===== config.mk =====
export PLATFORM = sky130hd
export DESIGN_NAME = mem_arbiter
export DESIGN_NICKNAME = d
export VERILOG_FILES = /design/src/rtl/mem_arbiter.sv
export SDC_FILE = /design/constraint.sdc
export NUM_CORES = 1
export LEC_CHECK = 0
export BUFFER_PORTS_ARGS = -buffer_cell sky130_fd_sc_hd__buf_4
export CORE_AREA = 2 2 293 295
export CTS_CLUSTER_DIAMETER = 120
export CTS_CLUSTER_SIZE = 16
export DETAILED_ROUTE_END_ITERATION = 8
export DIE_AREA = 0 0 295 297
export SLEW_MARGIN = 40
export SYNTH_ARGS = -nofsm -noshare
export SYNTH_HDL_FRONTEND = slang
export SYNTH_SLANG_ARGS = --single-unit
export TNS_END_PERCENT = 30

===== constraint.sdc =====
create_clock -name clk_in -period 2.8 [get_ports clk_in]
set_input_delay 0.14 -clock clk_in [delete_from_list [all_inputs] [get_ports clk_in]]
set_output_delay 0.14 -clock clk_in [all_outputs]
set_load 0.02 [all_outputs]

===== src/rtl/mem_arbiter.sv =====
// -----------------------------------------------------------------------------
// mem_arbiter
//   Shares one main-memory port between the icache and dcache miss handlers.
//   One line request (icache refill, dcache refill or dcache dirty writeback)
//   is accepted at a time. It is forwarded to memory over a valid/ready request
//   channel, the single response is awaited, and a one-cycle fill/ack pulse is
//   returned to the owner. State sequence: IDLE -> ISSUE -> WAIT -> RESP -> IDLE.
//
//   Handshake: mem_req_valid_out rises when a grant is made and stays high,
//   with mem_we_out/mem_addr_out/mem_wdata_out stable, until mem_req_ready_in
//   is sampled 1 at a rising edge; the request is transferred at that edge.
//   mem_resp_valid_in is a single-cycle strobe that is honoured only in WAIT.
//
//   Build option: define ARB_ROUND_ROBIN_EN to alternate grants on a tie
//   (the side opposite to the last grant wins). Without it, dcache always
//   wins a tie. A lone request is granted immediately in both builds.
//
// Ports
//   clk_in, rst_n_in         clock (rising edge), synchronous active-low reset
//   icache_req_in/addr_in    icache refill request (level) and line address
//   icache_fill_valid_out    one-cycle pulse, icache_fill_data_out valid
//   icache_fill_data_out     refilled line
//   dcache_req_in/we_in      dcache request (level); we=1 writeback, 0 refill
//   dcache_addr_in/wdata_in  line address and writeback data
//   dcache_fill_valid_out    one-cycle pulse: refill data valid or write ack
//   dcache_fill_data_out     refilled line (unchanged on write ack)
//   mem_req_valid_out        request to memory valid
//   mem_req_ready_in         memory accepts the request
//   mem_we_out/addr_out/wdata_out  request fields
//   mem_resp_valid_in/data_in      memory response strobe and read data
//   dbg_state                current FSM state (0 IDLE,1 ISSUE,2 WAIT,3 RESP)
// -----------------------------------------------------------------------------
module mem_arbiter #(
   parameter int ADDR_BITS = 32,
   parameter int LINE_BITS = 128
) (
   input  logic                 clk_in,
   input  logic                 rst_n_in,
   input  logic                 icache_req_in,
   input  logic [ADDR_BITS-1:0] icache_addr_in,
   output logic                 icache_fill_valid_out,
   output logic [LINE_BITS-1:0] icache_fill_data_out,
   input  logic                 dcache_req_in,
   input  logic                 dcache_we_in,
   input  logic [ADDR_BITS-1:0] dcache_addr_in,
   input  logic [LINE_BITS-1:0] dcache_wdata_in,
   output logic                 dcache_fill_valid_out,
   output logic [LINE_BITS-1:0] dcache_fill_data_out,
   output logic                 mem_req_valid_out,
   input  logic                 mem_req_ready_in,
   output logic                 mem_we_out,
   output logic [ADDR_BITS-1:0] mem_addr_out,
   output logic [LINE_BITS-1:0] mem_wdata_out,
   input  logic                 mem_resp_valid_in,
   input  logic [LINE_BITS-1:0] mem_resp_data_in,
   output logic [1:0]           dbg_state
);

   typedef enum logic [1:0] {
      S_IDLE  = 2'd0,
      S_ISSUE = 2'd1,
      S_WAIT  = 2'd2,
      S_RESP  = 2'd3
   } state_t;

   state_t               state, state_d;
   logic                 owner_dcache, owner_dcache_d;
   logic                 req_valid_d;
   logic                 we_d;
   logic [ADDR_BITS-1:0] addr_d;
   logic [LINE_BITS-1:0] wdata_d;
   logic                 ifill_valid_d, dfill_valid_d;
   logic [LINE_BITS-1:0] ifill_data_d, dfill_data_d;
   logic                 any_req;
   logic                 grant_dcache;

   assign any_req   = icache_req_in | dcache_req_in;
   assign dbg_state = state;

`ifdef ARB_ROUND_ROBIN_EN
   // Remembers the side of the most recent grant; reset points at dcache so
   // the first tie after reset goes to icache.
   logic last_dcache;

   always_comb begin
      grant_dcache = dcache_req_in;
      if (dcache_req_in && icache_req_in)
         grant_dcache = !last_dcache;
   end

   always_ff @(posedge clk_in) begin
      if (!rst_n_in)
         last_dcache <= 1'b1;
      else if (state == S_IDLE && any_req)
         last_dcache <= grant_dcache;
   end
`else
   // Fixed priority: a dcache miss stalls the whole pipe, so it wins ties.
   always_comb grant_dcache = dcache_req_in;
`endif

   // Next-state and next-output logic; every output is registered below.
   always_comb begin
      state_d        = state;
      owner_dcache_d = owner_dcache;
      req_valid_d    = mem_req_valid_out;
      we_d           = mem_we_out;
      addr_d         = mem_addr_out;
      wdata_d        = mem_wdata_out;
      ifill_valid_d  = 1'b0;
      dfill_valid_d  = 1'b0;
      ifill_data_d   = icache_fill_data_out;
      dfill_data_d   = dcache_fill_data_out;

      case (state)
         S_IDLE: begin
            if (any_req) begin
               owner_dcache_d = grant_dcache;
               req_valid_d    = 1'b1;
               // icache only ever refills, so its request is forced to a read.
               we_d           = grant_dcache ? dcache_we_in : 1'b0;
               addr_d         = grant_dcache ? dcache_addr_in : icache_addr_in;
               wdata_d        = grant_dcache ? dcache_wdata_in : '0;
               state_d        = S_ISSUE;
            end
         end
         S_ISSUE: begin
            if (mem_req_ready_in) begin
               req_valid_d = 1'b0;
               state_d     = S_WAIT;
            end
         end
         S_WAIT: begin
            if (mem_resp_valid_in) begin
               state_d = S_RESP;
               if (owner_dcache) begin
                  dfill_valid_d = 1'b1;
                  // A writeback ack carries no data; the previous line is held.
                  if (!mem_we_out)
                     dfill_data_d = mem_resp_data_in;
               end else begin
                  ifill_valid_d = 1'b1;
                  ifill_data_d  = mem_resp_data_in;
               end
            end
         end
         S_RESP: begin
            // Fill pulse is high during this cycle only.
            state_d = S_IDLE;
         end
         default: state_d = S_IDLE;
      endcase
   end

   always_ff @(posedge clk_in) begin
      if (!rst_n_in) begin
         state                 <= S_IDLE;
         owner_dcache          <= 1'b0;
         mem_req_valid_out     <= 1'b0;
         mem_we_out            <= 1'b0;
         mem_addr_out          <= '0;
         mem_wdata_out         <= '0;
         icache_fill_valid_out <= 1'b0;
         icache_fill_data_out  <= '0;
         dcache_fill_valid_out <= 1'b0;
         dcache_fill_data_out  <= '0;
      end else begin
         state                 <= state_d;
         owner_dcache          <= owner_dcache_d;
         mem_req_valid_out     <= req_valid_d;
         mem_we_out            <= we_d;
         mem_addr_out          <= addr_d;
         mem_wdata_out         <= wdata_d;
         icache_fill_valid_out <= ifill_valid_d;
         icache_fill_data_out  <= ifill_data_d;
         dcache_fill_valid_out <= dfill_valid_d;
         dcache_fill_data_out  <= dfill_data_d;
      end
   end

endmodule


==> results of run 1 <==
power by group:
group          leakage (nW)  total, W  internal, W  switching (W)
sequential             3.44   0.00715      0.00674       0.000404
combinational          7.65   0.00608      0.00243        0.00365
clock                 0.473   0.00468      0.00229        0.00239
worst min-delay path: stages:
cell	delay [ns]
buf_4	0.13
o21ai_4	0.14
nand2_1	0.10
a21boi_1	0.05
per-stage QoR:
step           setup slack, ns  std cells  utilization, %  total power [W]  area (um^2)
2_1_floorplan            1.114       1877               -          0.01043        16270
3_3_place_gp            0.7605       3634           27.22          0.01292        23000
3_5_place_dp            0.6907       3634           27.22          0.01296        23000
4_1_cts                 0.6295       4005           32.24          0.01813        27230
5_1_grt                 0.4281       4008           32.25          0.01889        27240
6_report                0.6168       4010           32.25          0.01790        27240
final timing paths:
| path | to | slack, ns | depth (start not counted) |
|---|---|---|---|
| max | mem_wdata_out[14]$_SDFFE_PN0P_ | 0.62 | 6 |
| min | mem_wdata_out[29]$_SDFFE_PN0P_ | 0.06 | 4 |
| max reg2reg | mem_wdata_out[14]$_SDFFE_PN0P_ | 0.62 | 6 |
| min reg2reg | mem_wdata_out[42]$_SDFFE_PN0P_ | 0.45 | 2 |
timing repair:
item,in CTS,in global routing
hold buffers,327,0
endpoints found under the hold margin,420,0
setup endpoints to repair,0,0
area by class of cell:
class                           instances  area (um^2)
Multi-Input combinational cell       1278         6990
Timing Repair Buffer                 1112         9365
Fill cell                            8742        57230
Clock buffer                           37        882.1
Inverter                                4        15.01
Clock inverter                          7        80.08
Sequential cell                       423         8468
Tap cell                             1144         1431
Antenna cell                            5        12.51
cells in the mapped netlist:
cell type | instances | area share [%]
a21boi_0 | 249 | 11
a21boi_1 | 10 | 0.46
a221o_1 | 1 | 0.062
a222oi_1 | 1 | 0.062
and2_1 | 1 | 0.038
and3b_1 | 1 | 0.054
and4_1 | 1 | 0.054
buf_1 | 17 | 0.39
buf_2 | 62 | 1.9
buf_4 | 14 | 0.65
buf_6 | 7 | 0.48
clkbuf_1 | 72 | 1.7
dfxtp_1 | 423 | 52
ha_1 | 4 | 0.31
inv_1 | 4 | 0.092
mux2i_1 | 33 | 2.0
nand2_1 | 551 | 13
nand3_1 | 217 | 6.7
nand3_2 | 40 | 2.5
nand3b_1 | 1 | 0.046
nand4b_2 | 1 | 0.092
nor2_1 | 1 | 0.023
o211a_1 | 33 | 2.0
o21a_1 | 1 | 0.046
o21ai_0 | 89 | 2.7
o21ai_1 | 40 | 1.2
o21ai_2 | 1 | 0.054
o311ai_0 | 1 | 0.054
or2_2 | 1 | 0.038
cells by family (layout without fill, tap and decap cells):
family                   after synthesis  count (layout)  share of synthesized area, %
AND/OR/NAND/NOR                      815             815                         22.20
flip-flops                           423             423                         52.05
multiplexers                          33              33                         2.030
adder cells (fa/ha/maj)                4               4                        0.3077
other                                  0               5                             0
buffers and inverters                176            1160                         5.184
AO/OA/AOI/OAI                        426             426                         18.23
registers in the layout (all words and copies together) (netlist names):
signal,cells
dbg_state,2
dcache_fill_data_out,128
dcache_fill_valid_out,1
icache_fill_data_out,128
icache_fill_valid_out,1
mem_addr_out,32
mem_req_valid_out,1
mem_wdata_out,128
mem_we_out,1
owner_dcache,1
per-layer routing:
| layer | global-route usage [%] | vias to the layer above | routed length (um) |
|---|---|---|---|
| li1 | - | 8230 | - |
| met1 | 15.46 | 7718 | 24940 |
| met2 | 23.94 | 558 | 30460 |
| met3 | 3.788 | 143 | 4619 |
| met4 | 6.730 | 4 | 3086 |
| met5 | 0 | - | 27 |
==> reports/qor.yml, run 1 <==
min_period_over_period_pct: 77.97
min-delay-start: "icache_req_in"
slowest_delay_ns: 0.60
avgSynthCellArea_um2: 8.667
post_cts_buffers: 0
cp_cell_sequence: "inv_1, ha_4, buf_12, nand3_1, dlygate4sd3_1, a21boi_0"
maxCapViolations: 0
worstSkewPairLatency_ns: 0.56
wl_per_cell_um: 15.75
syn_inst: 1877
holdCritPathClass: "in2reg"
num_rows: 107
maxSlewViolCount: 0
start_util_pct: 19.26
layout_commonest_cell: "buf_4"
ys_seq_elements: 423
core-area_um2: 84480
antenna_found_initial: 7
drtAntennaViolNets: 0
cts_tree: "done"
hold_viol: 0
ys_seq_area_share_pct: 52.05
nets: 3184
grt_pass1_wl_mm: 95.84
crit_path_max_fanout: 126
syn_area_um2: 16270
clockBufferDepth: 3
holdWs_ns: 0.06082
first_iter_violations: 701
grt_pass1_vias: 16730
startpoint: "dbg_state[0]$_SDFFE_PN0P_"
vdd_ir_drop_max_mv: 0.4710
grt_overflow: 0
postCtsResizedCells: 0
final_cell_mix: "768 x buf_4, 551 x nand2_1, 423 x dfxtp_1"
num_vias: 16650
synth_warnings: 0
criticalPathCategory: "reg2reg"
max-slew-margin-rel_pct: 50.95
leakagePower_nw: 11.55
drc: 0
place_hpwl_mm: 43.07
cts_root_buf: "clkbuf_16"
critPathCaptureType: "flop"
gp_congestion: 0.8088
die_w_um: 295
area_growth_pct: 67.47
fin_crit_ns: 2.183
finalSetupViolations: 0
grt_start_max_net_pins: 127
required_ns: 3.28
htree_levels: 2
avgViaCountPerCell: 4.153
cp.arrival_ns: 2.67
drive_above_1_share_pct: 30.55
die_h_um: 297
cts_buffers: 34
skew_ns: 0.01754
place.port_buffers: 748
rr_startpoint: "dbg_state[0]$_SDFFE_PN0P_"
dieArea_um2: 87620
clock_sinks: 423
rsz0062_at_grt: "false"
path_buf_inv: 3
path_delay_family: "buffers and inverters"
startpoint_type: "flop"
syn-num-nets: 2208
dr.pass1.iters: 5
crit_slowest_cell: "dlygate4sd3_1"
clk_pin_slew_ns: 0.07
pin_count: 749
totalWireLength_mm: 63.14
p_per_area_nw_per_um2: 657.1
ys_types: 29
grt_usage_pct: 13.80
tightest_slew_ns: 0.7357
max_freq_ghz: 0.4580
finalSetupTns_ns: 0
outcome: "finished, final reports clean"
No activity file was read; power rests on OpenSTA's default activity.
==> run 2: changes to the inputs <==
==> constraint.sdc (replaced) <==
create_clock -name clk_in -period 1.78 [get_ports clk_in]
set_input_delay 0.089 -clock clk_in [delete_from_list [all_inputs] [get_ports clk_in]]
set_output_delay 0.089 -clock clk_in [all_outputs]
set_load 0.02 [all_outputs]
==> run 2 against run 1 <==
Critical endpoint is now mem_wdata_out[12]$_SDFFE_PN0P_. Critical path depth is the same. Hold slack gained 0.029 ns. Core utilization grew 0.51 points. Sequential share of layout area shrank 0.49 points. Critical path type unchanged. Count of clock-buffer cells in the layout shrank 4. Via count shrank 0.20%. Fmax grew 26%. Global-route usage is essentially flat. Worst setup slack lost 0.57 ns. Cell count grew 0.87%.
==> reports/qor.yml, run 2 (synthesis gave the netlist of run 1 again) <==
final_cell_mix: "797 x buf_4, 551 x nand2_1, 423 x dfxtp_1"
drc: 0  # unchanged
place_area_um2: 23480  # +2.1%
cp.arrival_ns: 2.27  # -0.40 ns
clk_pin_slew_ns: 0.08  # about the same
max_freq_ghz: 0.5783  # +26%
grt_pass1_wl_mm: 96.72  # +0.91%
nets: 3226  # +1.3%
num_vias: 16620  # -0.20%
wl_per_cell_um: 15.98  # +1.5%
die_w_um: 295  # unchanged
hold_viol: 0  # unchanged
avgViaCountPerCell: 4.109  # -1.1%
num_rows: 107  # unchanged
layout_commonest_cell: "buf_4"
cts_tree: "done"
totalWireLength_mm: 64.63  # +2.4%
maxSlewViolCount: 0  # unchanged
place.port_buffers: 748  # unchanged
fillers: 8668  # -0.85%
tightest_slew_ns: 0.7599  # +0.02412 ns
grt_start_max_net_pins: 123  # -3.1%
required_ns: 2.32  # -0.96 ns
first_iter_violations: 821  # +17%
clock_sinks: 423  # unchanged
p_sw_share_pct: 35.70  # -0.33 points
cts_root_buf: "clkbuf_16"
skew_ns: 0.01480  # -0.002744 ns
holdWs_ns: 0.08934  # +0.02852 ns
holdCritPathClass: "in2reg"
p_switching_w: 0.01022  # +58%
slowest_delay_ns: 0.56  # -0.04 ns
final_cells: 4045  # +0.87%
clock_power_share_pct: 23.8  # -2.3 points
clockBufferDepth: 3  # unchanged
dieArea_um2: 87620  # unchanged
top_regs: "dcache_fill_data_out: 128 flops, icache_fill_data_out: 128 flops, mem_wdata_out: 128 flops"
seqPwrFrac_pct: 39.3  # -0.6 points
critPathCaptureType: "flop"
fin_crit_ns: 1.729  # -0.4540 ns
finalSetupViolations: 0  # unchanged
criticalPathCategory: "reg2reg"
maxCapViolations: 0  # unchanged
max-slew-margin-rel_pct: 49.15  # -1.8 points
gp_congestion: 0.7993  # -1.2%
outcome: "finished, final reports clean"
path_buf_inv: 3  # unchanged
htree_levels: 1  # -1
place_hpwl_mm: 44.83  # +4.1%
rrSetupSlack_ns: 0.05  # -0.57 ns
cp_cell_sequence: "inv_1, ha_4, buf_4, nand3_1, dlygate4sd3_1, a21boi_0"
drtAntennaViolNets: 0  # unchanged
combPwrFrac_pct: 36.9  # +2.9 points
min_period_over_period_pct: 97.15  # +19 points
cts_buffers: 31  # -8.8%
die_h_um: 297  # unchanged
startpoint_type: "flop"
rsz0062_at_grt: "true"
core-area_um2: 84480  # unchanged
p_int_w: 0.01842  # +61%
grt_overflow: 0  # unchanged
vdd_ir_drop_max_mv: 0.8652  # +84%
area_growth_pct: 70.14
start_util_pct: 19.26  # unchanged
antenna_found_initial: 4  # -3
drive_above_1_share_pct: 31.53  # +0.98 points
crit_path_max_fanout: 4  # -97%
grt_pass1_vias: 16650  # -0.48%
grt_usage_pct: 13.84  # +0.040 points
dr.pass1.iters: 5  # unchanged
leakagePower_nw: 11.81  # +2.2%
crit_slowest_cell: "dlygate4sd3_1"
place_inst: 3676  # +1.2%
stdcell_area_um2: 27680  # +1.6%
pin_count: 749  # unchanged
path_delay_family: "buffers and inverters"
p_per_area_nw_per_um2: 1035  # +57%
worstSkewPairLatency_ns: 0.63  # +0.07 ns
utilization_pct: 32.77  # +0.51 points
## run 2: routing by layer
| layer | vias to the layer above | share of wire [%] | global-route usage (%) |
|---|---|---|---|
| met5 | - | 0.037 | 0 |
| met4 | 4 | 3.9 | 5.041 |
| met3 | 106 | 6.7 | 3.026 |
| met2 | 552 | 50 | 25.06 |
| met1 | 7644 | 39 | 15.77 |
| li1 | 8313 | - | - |
## run 2: path summary, 6_finish.rpt
path / startpoint / endpoint / cells after the start
max: dbg_state[1]$_SDFFE_PN0P_ / mem_wdata_out[12]$_SDFFE_PN0P_ / 6
max reg2reg: dbg_state[1]$_SDFFE_PN0P_ / mem_wdata_out[12]$_SDFFE_PN0P_ / 6
min reg2reg: mem_wdata_out[43]$_SDFFE_PN0P_ / mem_wdata_out[43]$_SDFFE_PN0P_ / 2
min: dcache_req_in / mem_wdata_out[23]$_SDFFE_PN0P_ / 4
## run 2: through the flow
step / power [W] / setup WS, ns / setup TNS (ns)
final: 0.02864 / 0.05077 / 0
after CTS: 0.02881 / 0.004599 / 0
after floorplan: 0.01641 / 0.09352 / 0
after global routing: 0.03021 / -0.06414 / -0.2770
after global placement: 0.02121 / 0.05704 / 0
after detailed placement: 0.02126 / 0.02645 / 0
## run 2: power groups by stage
stage | logic [W] | clock network [W] | registers (W)
6_report | 0.0106 | 0.00681 | 0.0113
5_1_grt | 0.0114 | 0.00739 | 0.0114
4_1_cts | 0.0105 | 0.00711 | 0.0112
3_5_place_dp | 0.00981 | 0 | 0.0114
3_3_place_gp | 0.00980 | 0 | 0.0114
2_1_floorplan | 0.00367 | 0 | 0.0127
## run 2: what timing repair did
action,in CTS,in global routing
hold buffers,327,0
setup endpoints to repair,0,118
endpoints found under the hold margin,422,0
gates resized for setup,0,12
buffers inserted,0,2
## run 2: worst min-delay path, delay by kind of cell
family | cells | cell delay [ns]
AND/OR/NAND/NOR | 1 | 0.07
AO/OA/AOI/OAI | 1 | 0.07
buffers and inverters | 2 | 0.42
## run 2: area by class of cell
class	count	area [um^2]	area share (%)
clock inverters	4	36.28	0.1311
well taps	1144	1431	5.171
repair buffers	1157	9927	35.86
flip-flops and latches	423	8468	30.59
multi-input cells	1278	6993	25.26
clock buffers	33	803.3	2.902
inverters	4	15.01	0.05424
diodes	2	5.005	0.01808
==> run 3: changes to the inputs <==
--- a/config.mk
+++ b/config.mk
@@ -6,12 +6,15 @@
 export NUM_CORES = 1
 export LEC_CHECK = 0
 export BUFFER_PORTS_ARGS = -buffer_cell sky130_fd_sc_hd__buf_4
-export CORE_AREA = 2 2 293 295
+export CELL_PAD_IN_SITES_DETAIL_PLACEMENT = 1
+export CELL_PAD_IN_SITES_GLOBAL_PLACEMENT = 2
+export CORE_ASPECT_RATIO = 0.6
+export CORE_UTILIZATION = 23
 export CTS_CLUSTER_DIAMETER = 120
 export CTS_CLUSTER_SIZE = 16
 export DETAILED_ROUTE_END_ITERATION = 8
-export DIE_AREA = 0 0 295 297
-export SLEW_MARGIN = 40
+export PLACE_DENSITY_LB_ADDON = 0.1
+export SLEW_MARGIN = 20
 export SYNTH_ARGS = -nofsm -noshare
 export SYNTH_HDL_FRONTEND = slang
 export SYNTH_SLANG_ARGS = --single-unit
==> run 3 against run 2 <==
Count of clock-buffer cells in the layout fell by 2. Core utilization rose by 6.2 points. Register-to-register slack improved by 0.08 ns. Global-route usage rose by 5.6 points. Largest cell class unchanged. Clock skew fell by 0.0036 ns. Fmax rose by 0.57%. Cell count fell by 6.2%. Highest routed layer unchanged. Total power rose by 0.37%. Via count rose by 0.90%. First-iteration DRC count fell by 15%. Sequential cell count did not move.
==> reports/qor.yml, run 3 (synthesis gave the netlist of run 1 again) <==
tightest_slew_ns: 0.5415  # -0.2184 ns
htree_levels: 1  # unchanged
clockBufferDepth: 3  # unchanged
dr.pass1.iters: 4  # -1
grt_usage_pct: 19.47  # +5.6 points
cts_root_buf: "clkbuf_16"
worstSkewPairLatency_ns: 0.60  # -0.03 ns
rr_startpoint: "dbg_state[0]$_SDFFE_PN0P_"
start_util_pct: 23.27  # +4.0 points
cts_buffers: 30  # -3.2%
cts_tree: "done"
totalWireLength_mm: 73.59  # +14%
dieArea_um2: 71830  # -18%
crit_path_max_fanout: 42  # +38
top_regs: "dcache_fill_data_out: 128 flops, icache_fill_data_out: 128 flops, mem_wdata_out: 128 flops"
finalSetupViolations: 0  # unchanged
place.port_buffers: 748  # unchanged
crit_end: "mem_addr_out[29]$_SDFFE_PN0P_"
layout_commonest_cell: "buf_4"
grt_start_max_net_pins: 103  # -16%
maxCapViolations: 0  # unchanged
required_ns: 2.28  # -0.04 ns
drc: 0  # unchanged
clk_pin_slew_ns: 0.08  # about the same
num_vias: 16770  # +0.90%
cp.arrival_ns: 2.22  # -0.05 ns
criticalPathCategory: "in2reg"
p_per_area_nw_per_um2: 1055  # +2.0%
final_cell_mix: "765 x buf_4, 551 x nand2_1, 423 x dfxtp_1"
first_iter_violations: 694  # -15%
hold_viol: 0  # unchanged
gp_congestion: 0.7995  # about the same
final_cells: 3796  # -6.2%
reg2reg_to: "mem_wdata_out[59]$_SDFFE_PN0P_"
clock_sinks: 423  # unchanged
place_hpwl_mm: 52.69  # +18%
vdd_ir_drop_max_mv: 0.7231  # -16%
area_growth_pct: 67.50
skew_ns: 0.01120  # -0.003596 ns
grt_pass1_wl_mm: 109.6  # +13%
startpoint_type: "input pin"
drive_above_1_share_pct: 30.78  # -0.75 points
place_area_um2: 23000  # -2.0%
leakagePower_nw: 11.69  # -0.99%
holdWs_ns: 0.2820  # +0.1926 ns
rsz0062_at_grt: "true"
power.total_w: 0.02874  # +0.37%
stdcell_area_um2: 27250  # -1.6%
holdCritPathClass: "in2reg"
rrSetupSlack_ns: 0.13  # +0.08 ns
rr_worst_depth: 7  # +1
place_inst: 3424  # -6.9%
avgViaCountPerCell: 4.418  # +7.5%
die_w_um: 345.3  # +17%
outcome: "finished, final reports clean"
core-area_um2: 69910  # -17%
die_h_um: 208.0  # -30%
nets: 3200  # -0.81%
utilization_pct: 38.98  # +6.2 points
fin_crit_ns: 1.719  # -0.009876 ns
max_freq_ghz: 0.5816  # +0.57%
grt_pass1_vias: 17920  # +7.6%
startpoint: "dcache_req_in"
min_period_over_period_pct: 96.59  # -0.55 points
num_rows: 75  # -30%
wl_per_cell_um: 19.39  # +21%
antenna_found_initial: 5  # +1
max-slew-margin-rel_pct: 63.76  # +15 points
critPathCaptureType: "flop"
maxSlewViolCount: 0  # unchanged
drtAntennaViolNets: 0  # unchanged
pin_count: 749  # unchanged
grt_overflow: 0  # unchanged
[run 3: cell types whose count changed in the layout (fill, tap and decap cells not counted), moves of 2 or more]
cell and change:
buf_12 +6, dlygate4sd3_1 +2, a21boi_0 -8, clkbuf_8 -2
clkbuf_16 +2, buf_4 -32, a21boi_1 +8
[run 3: final cells by class]
cell class	instances	area, um^2
Fill cell	8128	42660
Timing Repair Buffer	1132	9822
Sequential cell	423	8468
Multi-Input combinational cell	1278	6993
Tap cell	924	1156
Clock buffer	31	775.7
Inverter	4	15.01
Clock inverter	1	11.26
Antenna cell	3	7.507
[run 3: power breakdown]
part / switching, W / leakage [nW] / internal (W)
combinational: 0.00624 / 7.86 / 0.00459
clock: 0.00358 / 0.388 / 0.00307
sequential: 0.000657 / 3.44 / 0.0106
total: 0.0105 / 11.7 / 0.0183
[run 3: layer usage]
metal	vias to the layer above	wire length (um)	track usage (%)
met3	102	3700	4.390
met5	-	18	0
met4	4	2295	5.573
met2	391	37270	35.58
met1	8021	30310	22.61
li1	8251	-	-
[run 3: worst min path at each step]
| stage | start | endpoint | slack, ns | cells past startpoint |
|---|---|---|---|---|
| after floorplan | mem_resp_data_in[100] | dcache_fill_data_out[100]$_SDFFE_PN0P_ | 0.22 | 2 |
| after global placement | mem_resp_data_in[117] | dcache_fill_data_out[117]$_SDFFE_PN0P_ | 0.35 | 3 |
| after detailed placement | mem_resp_data_in[106] | dcache_fill_data_out[106]$_SDFFE_PN0P_ | 0.35 | 3 |
| after CTS | mem_resp_data_in[93] | dcache_fill_data_out[93]$_SDFFE_PN0P_ | 0.24 | 4 |
| after global routing | mem_resp_data_in[34] | dcache_fill_data_out[34]$_SDFFE_PN0P_ | 0.26 | 4 |
| final | mem_resp_data_in[89] | dcache_fill_data_out[89]$_SDFFE_PN0P_ | 0.28 | 4 |
[run 3: critical path: stages]
cell	delay, ns
dlygate4sd3_1	0.54
buf_6	0.22
buf_16	0.28
mux2i_1	0.24
dlygate4sd3_1	0.59
nand2_1	0.07
o211a_1	0.15
[run 3: through the flow]
stage	TNS, ns	setup WS, ns
6_report	0	0.06064
5_1_grt	-0.05496	-0.02589
4_1_cts	0	0.05927
3_5_place_dp	-0.1401	-0.04633
3_3_place_gp	0	0.07586
2_1_floorplan	0	0.09352
[run 3: what timing repair did]
item	CTS	global route
hold buffers	328	0
buffers inserted	4	2
cloned	0	3
setup endpoints to repair	36	137
endpoints found under the hold margin	422	0
pin swaps	1	0
gates resized for setup	0	16
